==> src/rtl/sc_compare_timer_pkg.sv <==
// Shared definitions for the compare timer: FSM state encoding and comparator polarity.
package sc_compare_timer_pkg;

  typedef enum logic [1:0] {
    STATE_IDLE = 2'b00,
    STATE_RUN  = 2'b01,
    STATE_DONE = 2'b10
  } timerState_t;

  // Comparator polarity used across the codebase: 0 means the operands are equal.
  localparam logic EQUAL_FLAG = 1'b0;

  function automatic logic mismatchFlag(input logic isEqual);
    return isEqual ? EQUAL_FLAG : ~EQUAL_FLAG;
  endfunction

endpackage

==> src/rtl/sc_compare_timer_counter.sv <==
// Up-counter register with synchronous clear, increment enable and hold.
module sc_compare_timer_counter #(
  parameter int unsigned WIDTH = 8
) (
  input  logic             clk,
  input  logic             rstN,
  input  logic             clear,
  input  logic             increment,
  output logic [WIDTH-1:0] count
);

  always_ff @(posedge clk or negedge rstN) begin
    if (!rstN) begin
      count <= '0;
    end else if (clear) begin
      count <= '0;
    end else if (increment) begin
      count <= count + WIDTH'(1'b1);
    end
  end

endmodule

==> src/rtl/sc_compare_timer.sv <==
// Loadable match timer: captures a target on start, counts from zero, pulses match on equality.
module sc_compare_timer
  import sc_compare_timer_pkg::*;
#(
  parameter int unsigned NUMBER_DATAWIDTH = 8
) (
  input  logic                        SC_COMPARETIMER_CLOCK_50,
  input  logic                        SC_COMPARETIMER_RESET_InLow,
  input  logic                        SC_COMPARETIMER_start_In,
  input  logic                        SC_COMPARETIMER_stop_In,
  input  logic [NUMBER_DATAWIDTH-1:0] SC_COMPARETIMER_target_InBUS,
  output logic [NUMBER_DATAWIDTH-1:0] SC_COMPARETIMER_count_OutBUS,
  output logic                        SC_COMPARETIMER_busy_Out,
  output logic                        SC_COMPARETIMER_match_Out,
  output logic                        SC_COMPARETIMER_notequal_Out
);

  timerState_t                 state;
  timerState_t                 stateNext;
  logic [NUMBER_DATAWIDTH-1:0] targetReg;
  logic [NUMBER_DATAWIDTH-1:0] countReg;
  logic                        loadTarget;
  logic                        clearCount;
  logic                        incrementCount;
  logic                        isEqual;

  assign isEqual = (countReg == targetReg);

  always_ff @(posedge SC_COMPARETIMER_CLOCK_50 or negedge SC_COMPARETIMER_RESET_InLow) begin
    if (!SC_COMPARETIMER_RESET_InLow) begin
      state     <= STATE_IDLE;
      targetReg <= '0;
    end else begin
      state <= stateNext;
      if (loadTarget) begin
        targetReg <= SC_COMPARETIMER_target_InBUS;
      end
    end
  end

  // In RUN, stop beats match beats increment; comparing before incrementing prevents wrap.
  always_comb begin
    stateNext      = state;
    loadTarget     = 1'b0;
    clearCount     = 1'b0;
    incrementCount = 1'b0;
    case (state)
      STATE_IDLE: begin
        if (SC_COMPARETIMER_start_In) begin
          loadTarget = 1'b1;
          clearCount = 1'b1;
          stateNext  = STATE_RUN;
        end
      end
      STATE_RUN: begin
        if (SC_COMPARETIMER_stop_In) begin
          stateNext = STATE_IDLE;
        end else if (isEqual) begin
          stateNext = STATE_DONE;
        end else begin
          incrementCount = 1'b1;
        end
      end
      STATE_DONE: stateNext = STATE_IDLE;
      default:    stateNext = STATE_IDLE;
    endcase
  end

  sc_compare_timer_counter #(
    .WIDTH(NUMBER_DATAWIDTH)
  ) u_counter (
    .clk       (SC_COMPARETIMER_CLOCK_50),
    .rstN      (SC_COMPARETIMER_RESET_InLow),
    .clear     (clearCount),
    .increment (incrementCount),
    .count     (countReg)
  );

  assign SC_COMPARETIMER_count_OutBUS = countReg;
  assign SC_COMPARETIMER_busy_Out     = (state == STATE_RUN);
  assign SC_COMPARETIMER_match_Out    = (state == STATE_DONE);
  assign SC_COMPARETIMER_notequal_Out = mismatchFlag(isEqual);

endmodule

==> config.mk <==
export PLATFORM = sky130hd
export DESIGN_NAME = sc_compare_timer
export DESIGN_NICKNAME = d
export VERILOG_FILES = /design/src/rtl/sc_compare_timer_pkg.sv /design/src/rtl/sc_compare_timer_counter.sv /design/src/rtl/sc_compare_timer.sv
export SDC_FILE = /design/constraint.sdc
export NUM_CORES = 1
export LEC_CHECK = 0
export CAP_MARGIN = 20
export CORE_MARGIN = 4
export CORE_UTILIZATION = 40
export DETAILED_ROUTE_END_ITERATION = 12
export GPL_ROUTABILITY_DRIVEN = 1
export GPL_TIMING_DRIVEN = 0
export PLACE_DENSITY = 0.71
export SLEW_MARGIN = 20
export SYNTH_ARGS = -nofsm -noshare
export SYNTH_HDL_FRONTEND = slang
export SYNTH_SLANG_ARGS = --single-unit
==> constraint.sdc <==
create_clock -name SC_COMPARETIMER_CLOCK_50 -period 2.3 [get_ports SC_COMPARETIMER_CLOCK_50]
set_input_delay 0.345 -clock SC_COMPARETIMER_CLOCK_50 [delete_from_list [all_inputs] [get_ports SC_COMPARETIMER_CLOCK_50]]
set_output_delay 0.345 -clock SC_COMPARETIMER_CLOCK_50 [all_outputs]
set_load 0.005 [all_outputs]
==> run_results.csv <==
group,metric,value,unit
routing,drt-initial-drc-count,9,
clock_network,cts-buffers-inserted,3,
floorplanning,die_w,56.6,µm
clock_network,cts_root_buffer,"clkbuf_4",
power_and_ir_drop,cellLeakagePower,0.592,nW
finish,nets,144,
routing,num_vias,785,
setup_path,path_buf_inv,1,
synth,yosysUniqueCellTypes,23,
finish,area_growth_syn_to_layout,33.7,%
synth,synthArstFlopShare,1.00,
grt,grt_max_degree,19,
synth,synth.ff_latch_count,18,
clock_network,path_clk_slew,0.11,ns
sta,finalSetupTns,0,ns
finish,drive_gt1_frac,0.131,
placement,dp_hpwl,1.47,mm
setup_path,cp_top_family,"flip-flops",
sta,slew-limit-headroom,0.454,
clock_network,clockBufferDepth,2,
setup_path,critPathLaunch,"u_counter.count[4]$_DFFE_PN0P_",
setup_path,required,1.96,ns
clock_network,hold_buffers,0,
grt,grt_busiest_layer,"met2",
setup_path,cpMaxStageDelayCell,"dfrtp_2",
sta,hold_violations,0,
sta,period_share,0.952,
routing,wirelength,1.98,mm
flow_run,drv_cap,0,
setup_path,r2r_slack,0.79,ns
sta,finalWorstSetupSlack,0.110,ns
synth,synth-main-ff-cell,"dfrtp_1",
grt,met3_usage,0.0253,
synth,postSynthAreaPerCell,9.27,µm²
setup_path,rr_worst_depth,5,
setup_path,worstSetupPathType,"register to output pin",
setup_path,critical_path.cell_chain,"xnor2_1, nand4_2, or2_1, clkdlybuf4s50_1",
floorplanning,die_y,56.6,µm
power_and_ir_drop,p_per_area,803,mW/mm²
setup_path,cp-start-kind,"register",
setup_path,r2r-end,"u_counter.count[6]$_DFFE_PN0P_",
power_and_ir_drop,peakVddDrop,0.487,mV
placement,gp_congestion,0.826,
clock_network,htreeDepth,1,
setup_path,r2r_start,"u_counter.count[4]$_DFFE_PN0P_",
sta,rsz0062_at_grt,"no",
floorplanning,num_rows,17,
setup_path,slowest_delay,0.46,ns
sta,slew_viol_final,0,
sta,max_freq,457,MHz
placement,port_buffers,22,
finish,num_antenna_cells,0,
synth,synth_edf_count,0,
synth,syn_area,946,µm²
routing,drc_errors,0,
floorplanning,coreArea,0.00223,mm²
clock_network,cts_tree,"done",
synth,synth_top_area_cell,"dfrtp_1",
routing,routed_via_density,4.97,
worst_hold_path,hold_class,"input port to asynchronous set/reset pin",
grt,grt.overflow.total,0,
floorplanning,design.die.area,0.00321,mm²
grt,antenna_found_initial,0,
synth,synthTopCellsByArea,"dfrtp_1 48%, nand2_1 14%, mux2i_1 8.5%, xnor2_1 7.4%, nand4_2 2.6%",
outcome,outcome,"finished clean",
synth,synth.net_count,115,
clock_network,insertion_delay,0.30,ns
setup_path,end_kind,"output pin",
routing,final_antenna_net_count,0,
sta,worst_slew_pin_slew,0.817,ns
grt,grt_pass1_vias,785,
synth,syn_inst,102,
sta,setup_violations,0,
setup_path,cp.arrival,1.84,ns
grt,grt_pass1_wl,3.37,mm
placement,post-place-ws,0.278,ns
synth,synth_seq_area_share,0.476,
grt,grt_use_total,0.133,
routing,wire_per_inst,12.6,µm
sta,skew,0.00200,ns
floorplanning,ios,23,
grt,grt_use_met1,0.146,
routing,drtPass1Iterations,4,
floorplanning,start_util,0.424,
grt,use_met2,0.248,
sta,period_needed,2.19,ns
synth,yosys_warnings,0,
synth,synth_top_area_share,0.476,
clock_network,cts.sinks,18,
setup_path,critPathMaxFanout,6,
[power breakdown]
group / switching, W / leakage (nW) / internal, W
sequential: 0.0000773 / 0.228 / 0.000385
clock: 0.000102 / 0.0210 / 0.0000965
combinational: 0.000167 / 0.344 / 0.000188
[cell usage in the layout, fill, tap and decap left out, drive strengths merged]
master         count
o21ai              5
xnor2              8
o211ai             2
inv                1
nor2               3
mux2i              8
clkbuf             5
clkdlybuf4s50     22
and2               1
nand2             36
nor3               2
or2                1
nand2b             3
and2b              1
nor2b              3
nand4              4
nand4bb            1
ha                 1
dfrtp             18
buf                4
and3               1
[cell usage after synthesis, types with 2 or more instances]
| library cell | instances |
|---|---|
| mux2i_1 | 8 |
| buf_2 | 2 |
| nand4_2 | 2 |
| nand4_1 | 2 |
| nand2b_1 | 3 |
| xnor2_1 | 8 |
| nand2_1 | 36 |
| nor2_1 | 3 |
| nor2b_1 | 2 |
| nor3_1 | 2 |
| o21ai_0 | 4 |
| o211ai_1 | 2 |
| dfrtp_1 | 18 |
[layout make-up]
| class | count | area, µm² |
|---|---|---|
| repair buffers | 24 | 235 |
| fillers | 211 | 968 |
| multi-input cells | 80 | 485 |
| plain buffers | 3 | 13.8 |
| well taps | 28 | 35.0 |
| flip-flops and latches | 18 | 455 |
| clock buffers | 4 | 36.3 |
| inverters | 1 | 3.75 |
[flip-flops by register name, indices dropped and copies added (netlist names)]
name / count
u_counter.count: 8
targetReg: 8
state: 2
[worst max-delay path by stage]
stage / end / slack [ns] / cells after the start
after floorplan: SC_COMPARETIMER_notequal_Out / 0.85 / 3
after global placement: SC_COMPARETIMER_notequal_Out / 0.30 / 4
after detailed placement: SC_COMPARETIMER_notequal_Out / 0.28 / 4
after CTS: SC_COMPARETIMER_notequal_Out / 0.09 / 4
after global routing: SC_COMPARETIMER_notequal_Out / 0.009 / 4
final: SC_COMPARETIMER_notequal_Out / 0.11 / 4
[per-layer routing]
| metal | up-vias | share of wire |
|---|---|---|
| li1 | 393 | - |
| met1 | 371 | 0.43 |
| met2 | 16 | 0.51 |
| met3 | 5 | 0.045 |
| met4 | 0 | 0.020 |
| met5 | - | 0 |
[timing repair]
item,in CTS,in global routing
pin swaps,2,0
gates resized for setup,1,4
endpoints found under the setup margin,1,1
setup buffers,2,0
[kinds of logic after synthesis]
group / share of synthesized area
AOI/OAI and AO/OA: 0.0463
xor gates and xnor gates: 0.0741
adders and majority gates: 0.0132
buffers and inverters: 0.0185
DFF: 0.476
muxes: 0.0847
and+or+nand+nor: 0.287
[worst register-to-register path: cells and delay by family, from the launching register on]
| kind | cells | cell delay, ns |
|---|---|---|
| flops | 1 | 0.46 |
| compound gates | 1 | 0.24 |
| simple gates | 1 | 0.15 |
| xor+xnor | 1 | 0.20 |
| buf+inv | 1 | 0.19 |
| mux | 1 | 0.21 |
[per-stage QoR]
step	total power, W	area [µm²]	hold WS (ns)	std cells	utilization
floorplan	0.000659	946	0.0494	102	-
global placement	0.000776	1200	0.478	152	0.538
detailed placement	0.000790	1200	0.484	152	0.538
CTS	0.00102	1250	0.510	158	0.561
global route	0.00109	1260	0.532	158	0.566
finish	0.00102	1260	0.506	158	0.566
Note: power is estimated with default switching activity, not from simulation.
